### src/rtl/image_streamer_if.sv
// image_streamer_if: word-memory read bus between the image streamer and its frame store
// master: mem_rd (read strobe), mem_addr (word address); slave: mem_data (read data, one cycle after mem_rd)
interface image_streamer_if #(
  parameter int ADDR_W = 9,
  parameter int WORD_W = 32
);
  logic              mem_rd;
  logic [ADDR_W-1:0] mem_addr;
  logic [WORD_W-1:0] mem_data;
  modport master (output mem_rd, mem_addr, input mem_data);
  modport slave (input mem_rd, mem_addr, output mem_data);
endinterface

### src/rtl/image_streamer.sv
// image_streamer: serialises a bit-packed black-and-white image from word memory onto the linebuffer input
// Ports: clk; rst (asynchronous, active low); start/stop/resume frame control;
//   mem (image_streamer_if.master) word read bus; d_out/hold serial pixel and linebuffer hold;
//   x/y coordinate of the pixel on d_out; match_x/match_y coordinate latched on stop; busy/done status.
// IMAGE_STREAMER_PREFETCH_EN: reads the next word while the current word's bit 1 is on d_out,
//   removing the two hold cycles between words.
module image_streamer #(
  parameter int IMG_W  = 100,
  parameter int IMG_H  = 100,
  parameter int WORD_W = 32,
  parameter int ADDR_W = 9
) (
  input  logic             clk,
  input  logic             rst,
  input  logic             start,
  input  logic             stop,
  input  logic             resume,
  image_streamer_if.master mem,
  output logic             d_out,
  output logic             hold,
  output logic [7:0]       x,
  output logic [7:0]       y,
  output logic [7:0]       match_x,
  output logic [7:0]       match_y,
  output logic             busy,
  output logic             done
);
`ifdef IMAGE_STREAMER_PREFETCH_EN
  localparam bit PF = 1'b1;
`else
  localparam bit PF = 1'b0;
`endif
  localparam int N = IMG_W * IMG_H;
  localparam int PW = $clog2(N + 1);
  localparam int BW = $clog2(WORD_W);
  localparam logic [PW-1:0] NP = PW'(N);
  localparam logic [7:0] XL = 8'(IMG_W - 1);
  typedef enum logic [2:0] {IDLE, FETCH, WAIT, SHIFT, HALT, DONE} state_t;
  state_t state, nxt;
  // n is the index of the next pixel to emit; x/y always hold the last emitted pixel
  logic [PW-1:0] n;
  logic [BW-1:0] off;
  logic [WORD_W-1:0] sr, w;
  logic pf, restart, emit, pf_issue;
  always_comb begin
    off = BW'(n % WORD_W);
    restart = start && (state inside {IDLE, HALT, DONE});
    nxt = state;
    case (state)
      IDLE, DONE: nxt = start ? FETCH : state;
      FETCH:      nxt = stop ? HALT : WAIT;
      WAIT:       nxt = stop ? HALT : SHIFT;
      SHIFT:      nxt = stop ? HALT : n == NP ? DONE : (off == '0 && !pf) ? FETCH : SHIFT;
      HALT:       nxt = start ? FETCH : !resume ? HALT : n == NP ? DONE : FETCH;
      default:    nxt = IDLE;
    endcase
    emit = nxt == SHIFT;
    // a freshly read word is aligned so a resume mid-word starts at the right bit
    w = (state == WAIT || off == '0) ? mem.mem_data << off : sr;
    pf_issue = PF && emit && off == BW'(WORD_W - 2) && n < NP - PW'(2);
  end
  always_ff @(posedge clk or negedge rst) begin
    if (!rst) begin
      state        <= IDLE;
      n            <= '0;
      sr           <= '0;
      pf           <= 1'b0;
      mem.mem_rd   <= 1'b0;
      mem.mem_addr <= '0;
      d_out        <= 1'b0;
      hold         <= 1'b1;
      x            <= '0;
      y            <= '0;
      match_x      <= '0;
      match_y      <= '0;
      busy         <= 1'b0;
      done         <= 1'b0;
    end else begin
      state      <= nxt;
      hold       <= !emit;
      busy       <= nxt inside {FETCH, WAIT, SHIFT};
      done       <= nxt == DONE;
      mem.mem_rd <= nxt == FETCH || pf_issue;
      pf         <= mem.mem_rd && state == SHIFT && emit;
      if (nxt == FETCH) mem.mem_addr <= restart ? '0 : ADDR_W'(n / WORD_W);
      else if (pf_issue) mem.mem_addr <= ADDR_W'(n / WORD_W + 1);
      n     <= restart ? '0 : emit ? n + PW'(1) : n;
      d_out <= emit && w[WORD_W-1];
      if (emit) sr <= w << 1;
      if (restart || (emit && n == '0)) begin
        x <= '0;
        y <= '0;
      end else if (emit) begin
        x <= x == XL ? '0 : x + 8'd1;
        y <= x == XL ? y + 8'd1 : y;
      end
      if (stop && state inside {FETCH, WAIT, SHIFT}) begin
        match_x <= x;
        match_y <= y;
      end
    end
  end
endmodule

### src/flat_wrapper.sv
// flat-port wrapper written by rule: the top's interface ports become plain ports
module image_streamer_flat 
#(
  parameter int IMG_W  = 100,
  parameter int IMG_H  = 100,
  parameter int WORD_W = 32,
  parameter int ADDR_W = 9
)
  (clk, rst, start, stop, resume, d_out, hold, x, y, match_x, match_y, busy, done, mem_mem_rd, mem_mem_addr, mem_mem_data);
  image_streamer_if #(.ADDR_W(ADDR_W), .WORD_W(WORD_W)) mem_i ();
  input  logic clk;
  input  logic rst;
  input  logic start;
  input  logic stop;
  input  logic resume;
  output logic d_out;
  output logic hold;
  output logic [7:0] x;
  output logic [7:0] y;
  output logic [7:0] match_x;
  output logic [7:0] match_y;
  output logic busy;
  output logic done;
  output wire logic [$bits(mem_i.mem_rd)-1:0] mem_mem_rd;
  output wire logic [$bits(mem_i.mem_addr)-1:0] mem_mem_addr;
  input wire logic [$bits(mem_i.mem_data)-1:0] mem_mem_data;
  assign mem_mem_rd = mem_i.mem_rd;
  assign mem_mem_addr = mem_i.mem_addr;
  assign mem_i.mem_data = mem_mem_data;
  image_streamer #(.IMG_W(IMG_W), .IMG_H(IMG_H), .WORD_W(WORD_W), .ADDR_W(ADDR_W)) u_core (.clk(clk), .rst(rst), .start(start), .stop(stop), .resume(resume), .mem(mem_i), .d_out(d_out), .hold(hold), .x(x), .y(y), .match_x(match_x), .match_y(match_y), .busy(busy), .done(done));
endmodule
### config.mk
export PLATFORM = sky130hd
export DESIGN_NAME = image_streamer_flat
export DESIGN_NICKNAME = d
export VERILOG_FILES = /design/src/rtl/image_streamer_if.sv /design/src/rtl/image_streamer.sv /design/src/flat_wrapper.sv
export SDC_FILE = /design/constraint.sdc
export NUM_CORES = 1
export LEC_CHECK = 0
export BUFFER_PORTS_ARGS = -buffer_cell sky130_fd_sc_hd__buf_2
export CAP_MARGIN = 15
export CORE_MARGIN = 2
export CORE_UTILIZATION = 59
export CTS_BUF_LIST = sky130_fd_sc_hd__clkbuf_4 sky130_fd_sc_hd__clkbuf_8 sky130_fd_sc_hd__clkbuf_16
export DETAILED_ROUTE_END_ITERATION = 6
export PLACE_DENSITY_LB_ADDON = 0.12
export SLEW_MARGIN = 5
export SYNTH_ARGS = -nofsm -noshare
export SYNTH_HDL_FRONTEND = slang
export SYNTH_SLANG_ARGS = --single-unit
### constraint.sdc
create_clock -name clk -period 4.44 [get_ports clk]
set_input_delay 0.222 -clock clk [delete_from_list [all_inputs] [get_ports clk]]
set_output_delay 0.222 -clock clk [all_outputs]
set_load 0.05 [all_outputs]
=== Word level (Yosys, flattened, before mapping) ===
Cells that the tools add are included.

* Register bits: 95
* Input bits: 37

* Add/subtract/negate cells: 3
* Equality and inequality tests: 11
* Shifts and indexed selects: 1
* Muxes and demuxes: 20
* Reductions and logical operators: 22

{| class="wikitable"
|+ Operator list
! kind !! number
|-
| $mux W8 || 6
|-
| $mux W32 || 1
|-
| $shl A32 B5 Y32 || 1
|-
| $mux W14 || 2
|-
| $mux W3 || 8
|-
| $add A8 B1 Y8 const B || 2
|-
| $pmux W3 S5 || 1
|-
| $add A14 B1 Y14 const B || 1
|-
| $eq A14 B14 Y1 const B || 1
|-
| $logic_not A14 Y1 || 1
|-
| $eq A3 B2 Y1 const B || 4
|-
| $eq A3 B3 Y1 const B || 3
|-
| $mux W9 || 1
|-
| $reduce_bool A3 Y1 || 3
|-
| $eq A8 B7 Y1 const B || 1
|-
| $logic_and A1 B1 Y1 || 7
|-
| $eq A3 B1 Y1 const B || 2
|-
| $reduce_bool A2 Y1 || 3
|-
| $logic_not A5 Y1 || 1
|-
| $logic_not A3 Y1 || 1
|-
| $logic_not A1 Y1 || 2
|-
| $logic_or A1 B1 Y1 || 2
|-
| $mux W2 || 1
|-
| $reduce_and A2 Y1 || 1
|-
| $reduce_or A2 Y1 || 1
|}

=== Depth between registers and ports, before layout ===
Gate-level depths: netlist (run 1).

* Depth after elaboration: 11
* Gate-level depth with buffers: 12

=== Worst setup path before layout (run 1) ===
OpenSTA, ideal clock, no wires.

* Path kind: register to register
* Start point: register u_core.n[1]
* End point: register u_core.x[3]
* Library setup time: 102 ps
* Data arrival time: 3272 ps
* Data required time: 4338 ps
* Path slack: 1067 ps
* Cell stages (with the launch flop): 13
* Buffers on the path: 4
* Period minus slack after synthesis: 3373 ps
* Path through: dfrtp_1 -> clkbuf_1 -> inv_1 -> clkbuf_1 -> clkbuf_1 -> ha_1 -> or3b_2 -> o41a_1 -> a21boi_1 -> inv_2 -> clkbuf_1 -> a21oi_1 -> o32ai_1

* Longest elaborated chain between the ends: 10
* Elaborated cells on any way between the ends: 16

{| class="wikitable"
|+ Ends and longest elaborated chain
! item !! line !! text
|-
| start, declared || image_streamer.sv:41 || <nowiki>logic [PW-1:0] n;</nowiki>
|-
| start signal, assigned || image_streamer.sv:87 || <nowiki>n <= restart ? '0 : emit ? n + PW'(1) : n;</nowiki>
|-
| branches (longest 10 deep; another with $eq A14 B14 Y1) || -- ||
|-
| end signal, assigned || image_streamer.sv:94 || <nowiki>x <= x == XL ? '0 : x + 8'd1;</nowiki>
|-
| end, declared || image_streamer.sv:21 || <nowiki>output logic [7:0] x,</nowiki>
|}

Several ways; the timed one is not identified.
A chain may end at the register's enable or synchronous reset.

=== Worst setup path after layout (run 1) ===
* Start point: register u_core.n[7]
* End point: register u_core.mem.mem_addr[7]

* Longest elaborated chain between the ends: 6
* Elaborated cells on any way between the ends: 8

{| class="wikitable"
|+ Ends and longest elaborated chain
! item !! line !! text
|-
| $eq A14 B14 Y1 * || image_streamer.sv:53, image_streamer.sv:54 ||
|-
| $mux W3 (3 in series) || image_streamer.sv:54 || <nowiki>HALT: nxt = start ? FETCH : !resume ? HALT : n == NP ? DONE : FETCH;</nowiki>
|-
| $pmux W3 S5 * || image_streamer.sv:49 || <nowiki>case (state)</nowiki>
|-
| $eq A3 B1 Y1 * || image_streamer.sv:85 || <nowiki>if (nxt == FETCH) mem.mem_addr <= restart ? '0 : ADDR_W'(n / WORD_W);</nowiki>
|-
| end signal, assigned || image_streamer.sv:85 ||
|-
| end signal, assigned || image_streamer.sv:86 || <nowiki>else if (pf_issue) mem.mem_addr <= ADDR_W'(n / WORD_W + 1);</nowiki>
|-
| end, declared || image_streamer_if.sv:10 || <nowiki>modport master (output mem_rd, mem_addr, input mem_data);</nowiki>
|}

Mark *: on every way between the ends. The rest lies on a longest branch, timed or not.

==> results of run 1 <==
registers in the layout (all words and copies together), names as in the netlist:
| name | cells |
|---|---|
| u_core.sr | 31 |
| u_core.busy | 1 |
| u_core.hold | 1 |
| u_core.y | 8 |
| u_core.match_x | 8 |
| u_core.done | 1 |
| u_core.match_y | 8 |
| u_core.n | 14 |
| u_core.x | 8 |
| u_core.mem.mem_addr | 9 |
| u_core.mem.mem_rd | 1 |
| u_core.state | 3 |
| u_core.pf | 1 |
| u_core.d_out | 1 |
final timing paths:
path,endpoint,cells after the start
max reg2reg,u_core.mem.mem_addr[7],5
min reg2reg,u_core.sr[1],2
max,u_core.mem.mem_addr[7],5
min in group asynchronous,u_core.mem.mem_addr[7],2
max in group asynchronous,u_core.n[0],3
min,u_core.state[1],4
per-layer routing:
layer | track usage, % | part of all wire (%)
met3 | 4.762 | 5.6
met5 | 0 | 0
met1 | 39.08 | 42
met2 | 49.17 | 50
met4 | 12.03 | 3.1
tightest hold or removal path: stages:
cell and delay, ns:
buf_2 0.11, nor2_1 0.06, nand2_1 0.09, inv_1 0.05
cell usage in the layout, fill, tap and decap left out, types with 20 or more instances in the layout:
cell / instances
dfrtp_1: 93
buf_2: 81
a221oi_1: 20
nand3_1: 21
mux2_2: 23
o21ai_0: 20
nand2_1: 58
mux4_2: 34
mux2i_1: 27
a21oi_1: 28
nor2_1: 72
layout make-up:
class                           instances  area, um^2
Clock buffer                           12       152.6
Clock inverter                          4       28.78
Fill cell                             816        3381
Inverter                               18       67.56
Multi-Input combinational cell        454        3480
Sequential cell                        95        2380
Tap cell                              136       170.2
Timing Repair Buffer                   95       525.5
power breakdown:
part | internal (W) | switching [W]
clock network | 0.000233 | 0.000313
registers | 0.00104 | 0.000127
logic | 0.000647 | 0.000962
stage by stage:
step                std cells  total power [W]  setup WS, ns  hold WS, ns
detailed placement        796         0.002777        0.7135       0.2699
global route              814         0.003542        0.9084       0.1846
finish                    814         0.003326         1.144       0.1830
CTS                       813         0.003317        0.7016       0.1699
floorplan                 614         0.002379         1.067     -0.07359
global placement          796         0.002734        0.7963       0.2656
logic make-up (layout without fill, tap and decap cells):
kind of cell | Yosys count | in the layout | share of synthesized area (%)
buffers and inverters | 65 | 129 | 4.323
muxes | 84 | 84 | 21.20
xor gates and xnor gates | 8 | 8 | 1.147
adders and majority gates | 4 | 4 | 0.8195
AOI/OAI and AO/OA | 133 | 133 | 15.55
and+or+nand+nor | 225 | 225 | 18.01
DFF | 95 | 95 | 38.95
repair_timing:
| item | CTS | global route |
|---|---|---|
| hold buffers | 1 | 0 |
| hold endpoints to repair | 46 | 0 |
| buffers inserted | 0 | 0 |
==> results_dict.tcl, run 1 <==
set metrics [dict create \
    status "finished, final reports clean" \
    crit_buf_inv 0 \
    drc 0 \
    finalHoldViolCount 0 \
    reg2reg_slack_ns 1.14 \
    grt_pass1_wl_mm 26.25 \
    synth_top_area_cell "dfrtp_1" \
    clk_pin_slew_worst_paths_ns 0.10 \
    max_freq_ghz 0.3034 \
    rr_startpoint "u_core.n[7]" \
    avgSynthCellArea_um2 9.946 \
    post-synth-top-count-cell "dfrtp_1" \
    finalCritPeriodShare_pct 74.23 \
    grt_start_max_net_pins 49 \
    die-area_um2 11180 \
    antenna_found_initial 0 \
    tightest_slew_ns 0.9835 \
    ys_types 67 \
    power.density_nw_per_um2 488.8 \
    synth_edf_count 0 \
    nNetsFinal 714 \
    root_buffer "clkbuf_8" \
    vias 5275 \
    synthTopCellsByCount "dfrtp_1 (94), nor2_1 (72), nand2_1 (58)" \
    min_from "stop" \
    port_buffers 82 \
    startpoint "u_core.n[7]" \
    rsz0062_at_grt "false" \
    drv_cap 0 \
    cp_slowest_stage_delay_ns 0.86 \
    wl_per_cell_um 19.13 \
    finalCriticalPeriod_ns 3.296 \
    slowest_stage "a211oi_2" \
    synthArstFlopShare_pct 100.0 \
    antennaDiodeCount 0 \
    rows 37 \
    cts_buffers 9 \
    fp.dieH_um 105.7 \
    drv_slew 0 \
    ant_nets 0 \
    yosys.area.top_type_share_pct 38.52 \
    place_congestion 0.9682 \
    yosysSeqAreaShare_pct 38.95 \
    hold_class "in2reg" \
    fin_util_pct 66.81 \
    cts.repair.resized 0 \
    grt.overflow.total 0 \
    crit_family "simple AND/OR/NAND/NOR gates" \
    ys_ff_latch 95 \
    hpwl_mm 11.12 \
    synthFlopType "dfrtp_1" \
    setup_viol 0 \
    critPathKind "reg2reg" \
    drt-total-wl_mm 15.58 \
    clk_path_buf_depth 2 \
    tritoncts "yes" \
    synth.area.top_cells "dfrtp_1 (39%), mux4_2 (13%), mux2i_1 (4.4%)" \
    synth_cells 614 \
    design_area_um2 6804 \
    syn_to_final_growth_pct 11.41 \
    clkLatencyLatePin_ns 0.37 \
    fin_skew_ns 0.01450 \
    placed_cell_area_um2 6593 \
    core_area_um2 10180 \
    relSlewSlack_pct 34.31 \
    syn_nets 655 \
    crit_arrival_ns 3.59 \
    initial_core_util_pct 59.96 \
    finalSetupTns_ns 0 \
    cp_cell_sequence "or4_4, nor4_1, o21ai_0, a211oi_2, mux2i_1" \
    clock_sinks 95 \
    worstPathMaxFanout 10 \
    cp_data_required_time_ns 4.74 \
    dr.first_iter.drc_count 388 \
    first_pass_iters 5 \
    num_io_pins 83 \
    critPathCaptureType "flip-flop" \
    drt-vias-per-instance 6.480 \
    grt_pass1_vias 5147 \
    p_leak_nw 2.997 \
    peakVddDrop_v 0.0003342 \
    yosysWarnings 0 \
    start_kind "flip-flop" \
    drive_above_1_share_pct 27.43 \
    track_usage_pct 29.66 \
    die_x_um 105.7 \
    htreeDepth 3 \
    syn_area_um2 6107 \
]
No activity file was read; power rests on OpenSTA's default activity.
==> run 2, diff against run 1 <==
Clock period 4.44 ns to 3.42 ns, I/O delays scaled along.
==> results_dict.tcl, run 2 (same netlist as run 1, synthesis figures left out) <==
set metrics [dict create \
    filler_cell_count 831 \
    track_usage_pct 30.17 \
    p_clk_share_pct 18.0 \
    first_pass_iters 5 \
    p_leak_nw 3.056 \
    wl_per_cell_um 19.50 \
    grt_pass1_vias 5143 \
    fp.dieH_um 105.7 \
    port_buffers 82 \
    mostFrequentLayoutCells "dfrtp_1 (93), buf_2 (81), nor2_1 (72), nand2_1 (58), mux4_2 (34)" \
    grt.overflow.total 0 \
    largest_register_ffs 31 \
    status "finished, final reports clean" \
    hold_class "in2reg" \
    syn_to_final_growth_pct 13.19 \
    grt_pass1_wl_mm 26.62 \
    drv_slew 0 \
    vias 5343 \
    tritoncts "yes" \
    wl_met1_mm 6.879 \
    nNetsFinal 723 \
    placed_cells 804 \
    final_common_cell "dfrtp_1" \
    p_sw_share_pct 42.12 \
    reg2reg_slack_ns 0.20 \
    clkLatencyLatePin_ns 0.38 \
    cts_buffers 9 \
    start_kind "flip-flop" \
    dr_wl_met3_um 865 \
    critPathCaptureType "flip-flop" \
    root_buffer "clkbuf_8" \
    finalHoldViolCount 0 \
    clock_sinks 95 \
    power.density_nw_per_um2 644.8 \
    antennaDiodeCount 0 \
    rows 37 \
    cts.repair.resized 0 \
    drv_cap 0 \
    intPower_w 0.002580 \
    drt-total-wl_mm 16.05 \
    rsz0062_at_grt "false" \
    grt_start_max_net_pins 84 \
    finalSetupTns_ns 0 \
    p_comb_share_pct 48.3 \
    crit_arrival_ns 3.48 \
    relSlewSlack_pct 31.51 \
    num_io_pins 83 \
    r2r_end "u_core.y[7]" \
    peakVddDrop_v 0.0003835 \
    drive_above_1_share_pct 28.38 \
    wl_met2_mm 7.887 \
    hpwl_mm 11.17 \
    min_from "stop" \
    r2r_cells 8 \
    min_delay_path_depth 4 \
    hold_path_end "u_core.state[1]" \
    fin_skew_ns 0.01957 \
    cp_data_required_time_ns 3.69 \
    seqPwrFrac_pct 33.7 \
    finalCritPeriodShare_pct 94.09 \
    ant_nets 0 \
    die-area_um2 11180 \
    layout.cells.non_filler 823 \
    finalCriticalPeriod_ns 3.218 \
    tightest_slew_ns 1.021 \
    setup_viol 0 \
    critPathKind "reg2reg" \
    clk_pin_slew_worst_paths_ns 0.09 \
    reg.largest.list "u_core.sr (31), u_core.n (14), u_core.mem.mem_addr (9)" \
    dr.first_iter.drc_count 413 \
    die_x_um 105.7 \
    drt-vias-per-instance 6.492 \
    regMostFlops "u_core.sr" \
    place_congestion 0.9593 \
    max_freq_ghz 0.3108 \
    core_area_um2 10180 \
    highest_layer "met4" \
    antenna_found_initial 0 \
    switching_power_w 0.001878 \
    initial_core_util_pct 59.96 \
    htreeDepth 3 \
    rr_startpoint "u_core.n[0]" \
    post-cts-setup-buffers 0 \
    clk_path_buf_depth 2 \
    drc 0 \
    worstPathMaxFanout 28 \
]
[run 2: what timing repair did]
item / CTS / global route
endpoints found under the hold margin: 0 / 50
hold buffers: 0 / 1
setup endpoints to repair: 5 / 0
[run 2: layout make-up]
cell class                 count  area (um^2)  area share, %
sequential                    95         2380          34.43
multi-input combinational    455         3491          50.50
timing repair buffer         103        593.1          8.579
clock inverter                 6        73.82          1.068
clock buffer                  10        137.6          1.991
tap                          136        170.2          2.462
inverter                      18        67.56         0.9774
[run 2: worst max-delay path, cell delays in order (launching register included)]
cell      delay (ns)
dfrtp_2         0.36
inv_1           0.08
ha_1            0.27
or3b_2          0.29
o41a_1          0.30
a21boi_4        0.66
inv_2           0.40
o21a_1          0.37
a221o_1         0.37
[run 2: metal layers]
metal	global-route usage, %	vias up
met3	4.947	30
met5	0	-
met2	49.17	203
met4	10.53	0
li1	-	2449
met1	41.18	2661
[run 2: power by group through the flow]
stage / Combinational [W] / Sequential (W) / Clock, W
after floorplan: 0.00154 / 0.00155 / 0
after global routing: 0.00234 / 0.00153 / 0.000854
after global placement: 0.00208 / 0.00152 / 0
after detailed placement: 0.00211 / 0.00152 / 0
final: 0.00215 / 0.00150 / 0.000802
after CTS: 0.00213 / 0.00150 / 0.000806
[run 2: worst max-delay path by stage]
| stage | start | to | slack (ns) | depth (start not counted) |
|---|---|---|---|---|
| floorplan | u_core.n[1] | u_core.x[3] | 0.05 | 12 |
| global placement | u_core.n[0] | u_core.y[2] | 0.04 | 8 |
| detailed placement | u_core.n[0] | u_core.y[7] | -0.09 | 8 |
| CTS | u_core.n[0] | u_core.y[7] | 0.24 | 8 |
| global route | u_core.n[0] | u_core.y[0] | 0.06 | 8 |
| finish | u_core.n[0] | u_core.y[7] | 0.20 | 8 |
[run 2: through the flow]
| step | hold slack (ns) | utilization [%] | instance area, um^2 | total power [W] | setup slack [ns] |
|---|---|---|---|---|---|
| 6_report | 0.1372 | 67.87 | 6913 | 0.004458 | 0.2022 |
| 5_1_grt | 0.1434 | 67.87 | 6913 | 0.004718 | 0.06275 |
| 4_1_cts | 0.01910 | 67.51 | 6875 | 0.004439 | 0.2372 |
| 3_5_place_dp | 0.4181 | 65.32 | 6653 | 0.003631 | -0.08736 |
| 3_3_place_gp | 0.4163 | 65.32 | 6653 | 0.003595 | 0.03984 |
| 2_1_floorplan | -0.1246 | - | 6107 | 0.003089 | 0.04672 |
